File: src/rtl/pattern_checker_pkg.sv
// Shared BERT definitions: checker state encoding and small elaboration helpers.
package pattern_checker_pkg;

  typedef enum logic [1:0] {
    ST_IDLE  = 2'd0,
    ST_SEED  = 2'd1,
    ST_CHECK = 2'd2
  } bert_state_e;

  function automatic int bert_max(input int a, input int b);
    return (a > b) ? a : b;
  endfunction

  // Second feedback tap of the standard maximal-length PRBS polynomials.
  function automatic int prbs_tap(input int len);
    case (len)
      7:       return 6;
      9:       return 5;
      11:      return 9;
      15:      return 14;
      23:      return 18;
      31:      return 28;
      default: return len - 1;
    endcase
  endfunction

endpackage

File: src/rtl/prbs.sv
// Word-parallel Fibonacci PRBS: bit 0 of each word is the oldest bit in time.
module prbs
  import pattern_checker_pkg::*;
#(
  parameter int OutBits    = 16,
  parameter int PRBSLength = 31
) (
  input  logic                  clk,
  input  logic                  reset,
  input  logic                  load,
  input  logic [PRBSLength-1:0] load_in,
  input  logic                  seed_en,
  input  logic [OutBits-1:0]    seed_in,
  input  logic                  run,
  input  logic                  out_inv,
  output logic [OutBits-1:0]    out,
  output logic                  seed_good
);

  localparam int Tap = prbs_tap(PRBSLength);

  logic [PRBSLength-1:0] state_q, state_d;
  logic [PRBSLength-1:0] gen_s, seed_s;
  logic [OutBits-1:0]    gen_w;
  logic                  fb;

  always_comb begin
    gen_s  = state_q;
    seed_s = state_q;
    gen_w  = '0;
    fb     = 1'b0;
    for (int i = 0; i < OutBits; i++) begin
      fb       = gen_s[PRBSLength-1] ^ gen_s[Tap-1];
      gen_w[i] = fb;
      gen_s    = {gen_s[PRBSLength-2:0], fb};
      // received bits are shifted in exactly as the generator would have produced them
      seed_s   = {seed_s[PRBSLength-2:0], seed_in[i]};
    end
    state_d = state_q;
    if (load) begin
      state_d = load_in;
    end else if (seed_en) begin
      state_d = seed_s;
    end else if (run) begin
      state_d = gen_s;
    end
  end

  always_ff @(posedge clk or posedge reset) begin
    if (reset) begin
      state_q <= '0;
    end else begin
      state_q <= state_d;
    end
  end

  assign out       = gen_w ^ {OutBits{out_inv}};
  // judged on the state the seed word would leave behind, so lock is not delayed a word
  assign seed_good = |seed_s;

endmodule

File: config.mk
export PLATFORM = sky130hd
export DESIGN_NAME = prbs
export DESIGN_NICKNAME = d
export VERILOG_FILES = /design/src/rtl/pattern_checker_pkg.sv /design/src/rtl/prbs.sv
export SDC_FILE = /design/constraint.sdc
export NUM_CORES = 1
export LEC_CHECK = 0
export BUFFER_PORTS_ARGS = -buffer_cell sky130_fd_sc_hd__buf_2
export CORE_MARGIN = 3
export CORE_UTILIZATION = 35
export CTS_BUF_LIST = sky130_fd_sc_hd__clkbuf_4 sky130_fd_sc_hd__clkbuf_8
export DETAILED_ROUTE_END_ITERATION = 12
export HOLD_SLACK_MARGIN = 0.12
export PLACE_DENSITY_LB_ADDON = 0.1
export SYNTH_ARGS = -nofsm -noshare
export SYNTH_HDL_FRONTEND = slang
export SYNTH_SLANG_ARGS = --single-unit
File: constraint.sdc
create_clock -name clk -period 1.1 [get_ports clk]
set_input_delay 0 -clock clk [delete_from_list [all_inputs] [get_ports clk]]
set_output_delay 0 -clock clk [all_outputs]
set_load 0.005 [all_outputs]
After elaboration in Yosys (flattened, before gate mapping)

Index checks and enable logic that the tools add are counted.

Flip-flop bits (word level): 31
Output and inout port bits: 17

Reductions and logical operators: 2
Multiplexer cells: 3
Bitwise gates (word level): 17

Operator list:

| cell               | number |
|---|---|
| $mux W31           | 3 |
| $reduce_or A31 Y1  | 1 |
| $xor A1 B1 Y1      | 16 |
| $xor A16 B16 Y16   | 1 |
| $reduce_bool A3 Y1 | 1 |

Depth between registers and ports, before layout

Gate-level depths: netlist (run 1).

Depth after elaboration: 4
Gate-level depth with buffers: 6
Depth with buffers taken out: 3

Worst setup path before layout (run 1)

No wires, ideal clock.

Path kind: input -> register
Start point: in run
End point: reg state_q[5]
Arrival: 0.903 ns
Library setup time: 0.137 ns
Stages: 6
Path slack: 0.060 ns
Buffers on the path: 3
Required time: 0.963 ns
Cells stage by stage: buf_4 or3b_1 buf_6 buf_8 o22ai_1 a21oi_1

Longest elaborated chain between the ends: 1

RTL lines:

| what                         | line       | source |
|---|---|---|
| start: declaration           | prbs.sv:14 | `input logic run,` |
| $reduce_bool A3 Y1 (no line) | n/a        |  |
| end signal: assignment       | prbs.sv:53 | `state_q <= state_d;` |
| end: declaration             | prbs.sv:22 | `logic [PRBSLength-1:0] state_q, state_d;` |

No other way between the ends.
A chain may end at the register's enable or synchronous reset.

Final worst setup path (run 1)

Start point: reg state_q[7]
End point: out seed_good

Longest elaborated chain between the ends: 1

RTL lines:

| what              | line       | source |
|---|---|---|
| $reduce_or A31 Y1 | prbs.sv:59 | `assign seed_good = \|seed_s;` |
| end: declaration  | prbs.sv:17 | `output logic seed_good` |

No other way between the ends.

==> impl_metrics.toml, run 1 <==
[timing]
finalHoldViolCount = 0
min_period_ps = 1360
setup_violations = 18
worst_hold_slack_ps = 124
setup_ws_ps = -263
fin_crit_sh_pct = 124
worst_slew_pin_slew_ps = 568
slew_violations = 0
max_freq_mhz = 734
fin_worst_skew_ps = 2.30
rsz0062_at_grt = "true"
max-slew-margin-rel_pct = 62.2

[placed_design]
place_hpwl_um = 4710
dp_cells = 361
dpl-instance-area_um2 = 2620
numPortBuffers = 69
place.gp.congestion = 0.814
place_ws_ps = -30.8

[synth]
yosys.area.top_type = "dfrtp_1"
yosys.cell_count.top_type = "dfrtp_1"
synth_fa_ha_area_share_pct = 0
syn_inst = 205
synth_area_per_cell_um2 = 9.85
async_flop_share_pct = 100
synth_compound_area_share_pct = 20.9
synth_flop_cell = "dfrtp_1"
synth_area_leaders = "dfrtp_1 (38%), xnor2_1 (11%), mux2i_1 (7.4%), xor2_1 (5.2%), o31ai_1 (4.5%)"
synthXorXnorAreaFrac_pct = 16.5
syn-num-nets = 258
yosysTopAreaCellShare_pct = 38.4
ys_seq_area_share_pct = 38.4
synth.yosys.warnings = 0
synth.mux.area_fraction_pct = 7.43
ys_types = 26
synth-simple-area-share_pct = 11.5
yosys_register_bits = 31
synth_common_cells = "dfrtp_1 (31), xnor2_1 (26), nand2_1 (19), mux2i_1 (15), o21ai_0 (15)"
synth_top_family_by_area = "compound AO/OA/AOI/OAI gates"
syn_area_um2 = 2020
synth-edff-count = 0

[final_layout]
fin_area_um2 = 3510
final_core_util_pct = 63.4
top_regs = "state_q: 31 flops"
finalNonFillerCells = 422
antenna_cells_inserted = 0
top_register = "state_q"
layout-drive-gt1-share_pct = 49.7
fin_nets = 402
area_delta_synth_final_pct = 73.9
largest_reg_flops = 31

[critical_path]
cp_data_required_time_ps = 1100
r2r_setup_slack_ps = -10
crit_type = "reg -> out"
cpPeakStageDelay_ps = 380
cpLargestDelayFamily = "simple AND/OR/NAND/NOR gates"
arrival_ps = 1360
path_max_fanout = 2
worstPathCellList = "nor4_2 -> and4_1 -> nand4_1 -> buf_2"
slowest_stage = "dfrtp_1"
startpoint_type = "flop"
crit_path_end_kind = "output port"
crit_buf_inv = 1

[pwr]
p_int_mw = 2.79
ir_drop_mv = 0.850
clkPwrFrac_pct = 24.9
power.density_nw_per_um2 = 1140
leakage_nw = 1.53
netSwitchingFraction_pct = 30.7
p_sw_mw = 1.23
power_frac_seq_pct = 35.4
combPwrFrac_pct = 39.7

[global_routing]
grt_util_met2_pct = 33.4
overflow = 0
gr-usage-met1_pct = 28.9
grt_pass1_wl_um = 10200
grt_use_total_pct = 20.5
grt_util_met3_pct = 2.41
grt_max_degree = 39
grt_pass1_vias = 2055
antenna_found_initial = 0
grt-busiest-layer = "met2"

[drt]
wire_per_inst_um = 15.6
vias = 2027
firstDrtPassIters = 4
vias_per_cell = 4.80
drt_iter0_markers = 89
ant_nets = 0
route.detailed.drc = 0
wl_um = 6570

[die]
core_um2 = 5540
ioPinCount = 70
die_y_um = 82.0
die-area_um2 = 6720
rows = 27
start_util_pct = 36.4
die_x_um = 82.0

[min_path]
worstHoldPathType = "in -> reg"

[clock_tree]
clk_pin_slew_worst_paths_ps = 60
clock_latency_ps = 270
cts_root_buf = "clkbuf_8"
cts_inserted_buffers = 5
clk_path_buf_depth = 2
htreeDepth = 2
cts.sinks = 31
cts_tree = "yes"

[job]
cap_violations = 0

[status]
outcome = "finished, violations left"
failed_checks = "setup timing"
path summary, 6_finish.rpt:
path / from / end / cells after the start
max in group asynchronous: reset / state_q[23] / 4
min in group asynchronous: reset / state_q[21] / 4
setup / recovery: state_q[7] / seed_good / 4
setup reg to reg: state_q[18] / state_q[3] / 5
hold / removal: seed_in[14] / state_q[1] / 4
hold reg to reg: state_q[9] / state_q[9] / 2
layout by cell type (no fill, tap or decap):
cell	synthesis	layout
buf_6	2	7
o22ai_1	7	6
o31ai_1	12	11
or4_1	1	1
a21oi_1	12	10
xnor2_1	26	13
buf_12	0	2
nand4_1	1	1
inv_1	2	2
o21ai_0	15	15
nor4_1	7	4
nor4_2	0	3
or3b_1	1	1
nand2b_1	12	12
and4_1	1	1
xor2_2	0	7
clkbuf_4	0	1
o31ai_2	0	1
dlygate4sd3_1	0	38
xnor2_2	0	8
xor2_1	12	5
buf_4	1	38
xnor2_4	0	5
mux2i_1	15	15
clkbuf_8	0	7
nand2_1	19	19
a21oi_2	0	2
dfrtp_2	0	11
o22ai_2	5	6
a22oi_2	0	2
nor2_4	1	1
o221ai_2	4	4
a22oi_1	4	2
dfrtp_1	31	20
buf_2	4	69
layer usage:
metal	vias to the layer above	share of wire (%)
met2	46	48
met5	-	0
met1	953	47
met4	0	0.99
met3	6	3.4
li1	1022	-
kinds of logic (layout without fill, tap and decap cells):
logic type / after synthesis / after routing
simple gates: 43 / 43
compound gates: 59 / 59
flops: 31 / 31
buf+inv: 19 / 164
xor+xnor: 38 / 38
mux: 15 / 15
layout make-up:
cell class                      count  area, um2
Inverter                            2       7.51
Fill cell                         474       2030
Tap cell                           72       90.1
Multi-Input combinational cell    155       1390
Sequential cell                    31        790
Timing Repair Buffer              154       1130
Clock buffer                        8        104
power by group through the flow:
stage,Combinational (mW),Sequential (mW),Clock [mW]
5_1_grt,1.73,1.44,1.06
3_5_place_dp,1.17,1.42,0
4_1_cts,1.48,1.40,1.03
6_report,1.60,1.42,1.00
3_3_place_gp,1.16,1.41,0
2_1_floorplan,0.645,1.39,0
worst reg2reg max path, delay by kind of cell, from the launching register on:
kind | cells | cell delay, ps
AOI/OAI and AO/OA | 2 | 170
xor gates and xnor gates | 1 | 140
buffers and inverters | 2 | 250
DFF | 1 | 440
metrics by stage:
| stage | TNS [ps] | total power, mW |
|---|---|---|
| finish | -1480 | 4.02 |
| global route | -2430 | 4.23 |
| CTS | -1510 | 3.92 |
| detailed placement | -30.8 | 2.58 |
| global placement | -59.3 | 2.57 |
| floorplan | 0 | 2.04 |
repair_timing:
| item | in CTS | in global routing |
|---|---|---|
| setup endpoints to repair | 17 | 26 |
| pin swaps | 16 | 10 |
| gates resized for setup | 27 | 25 |
| cloned | 0 | 0 |
| hold endpoints to repair | 62 | 1 |
| setup buffers | 14 | 2 |
| hold buffers | 37 | 1 |
Note: power is estimated with default switching activity, not from simulation.
==> run 2: changes to the inputs <==
--- a/config.mk
+++ b/config.mk
@@ -11,7 +11,7 @@
 export CTS_BUF_LIST = sky130_fd_sc_hd__clkbuf_4 sky130_fd_sc_hd__clkbuf_8
 export DETAILED_ROUTE_END_ITERATION = 12
 export HOLD_SLACK_MARGIN = 0.12
-export PLACE_DENSITY_LB_ADDON = 0.1
+export PLACE_DENSITY_LB_ADDON = 0.12
 export SYNTH_ARGS = -nofsm -noshare
 export SYNTH_HDL_FRONTEND = slang
 export SYNTH_SLANG_ARGS = --single-unit
==> run 2 against run 1 <==
  * The flow still finishes with violations (setup timing)
  * Die area stayed put
  * Sequential share of layout area is 0.47 points higher
  * Worst hold slack better by 4.2 ps
  * Final cell count is 0.47% lower
  * Global-route usage is 0.78 points higher
  * Register-to-register slack hardly changed
  * Combinational power hardly changed
  * Largest cell class unchanged
==> impl_metrics.toml, run 2 (synthesis gave the netlist of run 1 again) <==
[status]
outcome = "finished, violations left"
failed_checks = "setup timing"

[pwr]
leakage_nw = 1.50
p_int_mw = 2.76
p_total_mw = 4.02
ir_drop_mv = 0.679
combPwrFrac_pct = 39.1
clkPwrFrac_pct = 25.6
power.density_nw_per_um2 = 1170
power_frac_seq_pct = 35.3
netSwitchingFraction_pct = 31.2
p_sw_mw = 1.26

[clock_tree]
clk_path_buf_depth = 2
cts_root_buf = "clkbuf_8"
clock_latency_ps = 290
cts_inserted_buffers = 5
htreeDepth = 2
clk_pin_slew_worst_paths_ps = 70
cts.sinks = 31
cts_tree = "yes"

[timing]
rsz0062_at_grt = "true"
fin_worst_skew_ps = 8.12
fin_tns_setup_ps = -1760
setup_ws_ps = -304
fin_crit_sh_pct = 128
max_freq_mhz = 712
min_period_ps = 1400
slew_violations = 0
worst_slew_pin_slew_ps = 558
max-slew-margin-rel_pct = 62.8
finalHoldViolCount = 0
worst_hold_slack_ps = 128
setup_violations = 17

[drt]
vias_per_cell = 4.98
wl_um = 6820
ant_nets = 0
vias = 2093
firstDrtPassIters = 4
drt_iter0_markers = 76
route.detailed.drc = 0
wire_per_inst_um = 16.2

[final_layout]
top_register = "state_q"
area_delta_synth_final_pct = 70.3
final_cell_mix = "buf_2 (69), dlygate4sd3_1 (42), buf_4 (36), dfrtp_1 (20), nand2_1 (19)"
final_common_cell = "buf_2"
antenna_cells_inserted = 0
layout-drive-gt1-share_pct = 47.1
fin_nets = 400
largest_reg_flops = 31
top_regs = "state_q: 31 flops"

[placed_design]
place.gp.congestion = 0.829
numPortBuffers = 69
place_hpwl_um = 4500

[die]
die-area_um2 = 6720
rows = 27
die_x_um = 82.0
start_util_pct = 36.4
die_y_um = 82.0
ioPinCount = 70
core_um2 = 5540

[global_routing]
grt_max_degree = 39
overflow = 0
grt_use_total_pct = 21.3
antenna_found_initial = 0
grt_pass1_vias = 2079
grt_pass1_wl_um = 10500

[critical_path]
worstPathCellList = "nor4_2 -> and4_1 -> nand4_1 -> buf_2"
regToRegStartpoint = "state_q[18]"
startpoint_type = "flop"
arrival_ps = 1400
crit_path_end_kind = "output port"
cpPeakStageDelay_ps = 430
cp_data_required_time_ps = 1100
path_max_fanout = 3
crit_type = "reg -> out"
crit_start = "state_q[10]"
slowest_stage = "dfrtp_1"

[job]
cap_violations = 0

[min_path]
worstHoldPathType = "in -> reg"
min_from = "seed_in[2]"
[run 2: cell types whose count changed in the layout (fill, tap and decap cells not counted), moves of 4 or more]
cell,before,now
xor2_1,5,9
xor2_2,7,3
buf_6,7,3
dlygate4sd3_1,38,42
[run 2: worst paths after layout]
kind / end / slack [ps] / cells past startpoint
hold / removal: state_q[13] / 130 / 3
setup / recovery: seed_good / -300 / 4
max in group asynchronous: state_q[25] / 440 / 4
hold reg to reg: state_q[28] / 640 / 2
setup reg to reg: state_q[6] / 0 / 4
min in group asynchronous: state_q[18] / 330 / 4
[run 2: layout make-up]
type                       instances  area, um2
clock buffer                       8        104
multi-input combinational        155       1340
fill                             480       2100
timing repair buffer             152       1110
tap                               72       90.1
sequential                        31        790
inverter                           2       7.51
[run 2: power groups by stage]
stage | logic (mW) | clock network, mW | registers, mW
3_5_place_dp | 1.13 | 0 | 1.42
2_1_floorplan | 0.645 | 0 | 1.39
5_1_grt | 1.70 | 1.11 | 1.43
6_report | 1.57 | 1.03 | 1.42
4_1_cts | 1.45 | 1.05 | 1.39
3_3_place_gp | 1.13 | 0 | 1.42
[run 2: critical path, delay by kind of cell (launching register included)]
kind | cells | cell delay [ps]
and+or+nand+nor | 3 | 540
buffers and inverters | 1 | 150
DFF | 1 | 430
[run 2: through the flow]
stage               utilization (%)  std cells  area, um2  setup WS [ps]
floorplan                         -        205       2020           60.3
global placement               46.1        352       2550          -39.7
detailed placement             46.1        352       2550          -30.8
CTS                            59.4        417       3290           -331
global route                   62.1        420       3440           -387
finish                         62.1        420       3440           -304
[run 2: metal layers]
metal  routed length, um  vias up  GRT usage, %
met3                 364        9          4.17
li1                    -     1015             -
met2                3130       75          33.8
met4                 113        0          5.98
met5                   0        -             0
met1                3210      994          29.4
[run 2: timing repair]
action	in CTS	in global routing
setup endpoints to repair	17	23
gates resized for setup	23	19
buffers inserted	15	5
hold buffers	42	0
pin swaps	16	13
endpoints found under the hold margin	62	0
==> run 3: changes to the inputs <==
--- a/config.mk
+++ b/config.mk
@@ -11,7 +11,7 @@
 export CTS_BUF_LIST = sky130_fd_sc_hd__clkbuf_4 sky130_fd_sc_hd__clkbuf_8
 export DETAILED_ROUTE_END_ITERATION = 12
 export HOLD_SLACK_MARGIN = 0.12
-export PLACE_DENSITY_LB_ADDON = 0.12
+export PLACE_DENSITY_LB_ADDON = 0.15
 export SYNTH_ARGS = -nofsm -noshare
 export SYNTH_HDL_FRONTEND = slang
 export SYNTH_SLANG_ARGS = --single-unit
==> run 3 against run 2 <==
  * The run still ends with setup timing left
  * Flip-flop and latch count unchanged
  * Combinational power about the same
  * Power increased by 3.2%
  * Setup slack got worse by 54 ps
  * Critical path type unchanged
  * Critical endpoint unchanged
==> impl_metrics.toml, run 3 (synthesis gave the netlist of run 1 again) <==
[status]
outcome = "finished, violations left"
failed_checks = "setup timing"

[drt]
vias_per_cell = 4.97
vias = 2059
top_layer_used = "met4"
ant_nets = 0
met1_length_um = 2890
drt_iter0_markers = 115
route.detailed.drc = 0
routed-wl-met3_um = 381
wl_um = 6550
dr_wl_met2_um = 3200
wire_per_inst_um = 15.8
firstDrtPassIters = 4

[die]
start_util_pct = 36.4
die-area_um2 = 6720
core_um2 = 5540
die_y_um = 82.0
die_x_um = 82.0
rows = 27
ioPinCount = 70

[clock_tree]
htreeDepth = 2
cts_inserted_buffers = 5
cts_root_buf = "clkbuf_8"
clk_pin_slew_worst_paths_ps = 60
clock_latency_ps = 280
cts.sinks = 31
clk_path_buf_depth = 2
cts_tree = "yes"

[pwr]
p_sw_mw = 1.25
p_total_mw = 4.15
power_frac_seq_pct = 34.0
power.density_nw_per_um2 = 1200
leakage_nw = 1.51
clkPwrFrac_pct = 27.7
combPwrFrac_pct = 38.3
p_int_mw = 2.90
ir_drop_mv = 0.712
netSwitchingFraction_pct = 30.0

[final_layout]
final_cell_mix = "buf_2 (69), buf_4 (37), dlygate4sd3_1 (35), dfrtp_1 (20), nand2_1 (19)"
final_common_cell = "buf_2"
fillCellCount = 484
antenna_cells_inserted = 0
fin_area_um2 = 3460
finalNonFillerCells = 414
layout-drive-gt1-share_pct = 50.6
top_register = "state_q"
fin_nets = 394
area_delta_synth_final_pct = 71.6
top_regs = "state_q: 31 flops"
register_area_um2 = 790
multi_input_area_um2 = 1400
largest_reg_flops = 31

[timing]
finalHoldViolCount = 0
rsz0062_at_grt = "true"
worst_slew_pin_slew_ps = 612
max_freq_mhz = 686
max-slew-margin-rel_pct = 59.2
worst_hold_slack_ps = 127
setup_violations = 18
min_period_ps = 1460
fin_worst_skew_ps = 7.16
fin_crit_sh_pct = 133
setup_ws_ps = -358
slew_violations = 0

[placed_design]
numPortBuffers = 69
place.gp.congestion = 0.825
place_ws_ps = -162
dpl-instance-area_um2 = 2600
place_hpwl_um = 4680
dp_cells = 357

[critical_path]
crit_type = "reg -> out"
crit_path_end_kind = "output port"
path_max_fanout = 2
cp_data_required_time_ps = 1100
startpoint_type = "flop"
regToRegStartpoint = "state_q[22]"
arrival_ps = 1460
crit_start = "state_q[9]"

[global_routing]
overflow = 0
antenna_found_initial = 0
grt_max_degree = 39
grt_pass1_wl_um = 10200
grt_use_total_pct = 20.7
grt_pass1_vias = 1994

[min_path]
min_from = "seed_in[1]"
worstHoldPathType = "in -> reg"

[job]
cap_violations = 0
## run 3: cell count changes in the layout (fill, tap and decap cells not counted), moves of 2 or more
cell	before	now
nor4_2	4	1
dlygate4sd3_1	42	35
xor2_1	9	4
o22ai_1	7	5
a21oi_2	2	4
xnor2_1	13	11
o22ai_2	5	7
xor2_2	3	8
nor4_1	3	6
a21oi_1	10	8
## run 3: layout make-up
type | count | area share, %
Inverter | 2 | 0.217
Sequential cell | 31 | 22.8
Timing Repair Buffer | 146 | 30.5
Multi-Input combinational cell | 155 | 40.5
Clock buffer | 6 | 2.38
Clock inverter | 2 | 1.01
Tap cell | 72 | 2.60
## run 3: critical path, cell delays in order, from the launching register on
cell     delay [ps]
dfrtp_1         390
nor4_2          310
and4_1          220
nand4_1         100
buf_2           160
## run 3: power groups by stage
stage               logic (mW)  clock network, mW  registers [mW]
floorplan                0.645                  0            1.39
global placement          1.16                  0            1.41
detailed placement        1.16                  0            1.41
CTS                       1.44               1.17            1.39
global route              1.73               1.22            1.43
finish                    1.59               1.15            1.41
## run 3: path summary, 6_finish.rpt
| kind | slack [ps] | end | cells past startpoint |
|---|---|---|---|
| setup / recovery | -360 | seed_good | 4 |
| hold / removal | 130 | state_q[14] | 3 |
| setup reg to reg | 0 | state_q[7] | 4 |
| hold reg to reg | 640 | state_q[28] | 2 |
| max in group asynchronous | 470 | state_q[16] | 4 |
| min in group asynchronous | 330 | state_q[25] | 4 |
## run 3: metal layers
| metal | GRT usage, % | vias up |
|---|---|---|
| li1 | - | 1000 |
| met1 | 28.3 | 993 |
| met5 | 0 | - |
| met4 | 5.98 | 0 |
| met3 | 3.51 | 8 |
| met2 | 33.6 | 58 |
## run 3: per-stage QoR
| step | setup TNS, ps | util [%] |
|---|---|---|
| floorplan | 0 | - |
| detailed placement | -162 | 47.0 |
| global placement | -135 | 47.0 |
| CTS | -1630 | 59.0 |
| global route | -2820 | 62.5 |
| finish | -1770 | 62.5 |
## run 3: what timing repair did
item | CTS | global route
setup buffers | 14 | 0
endpoints found under the setup margin | 17 | 29
endpoints found under the hold margin | 62 | 1
pin swaps | 15 | 6
hold buffers | 34 | 1
resized for setup | 22 | 28
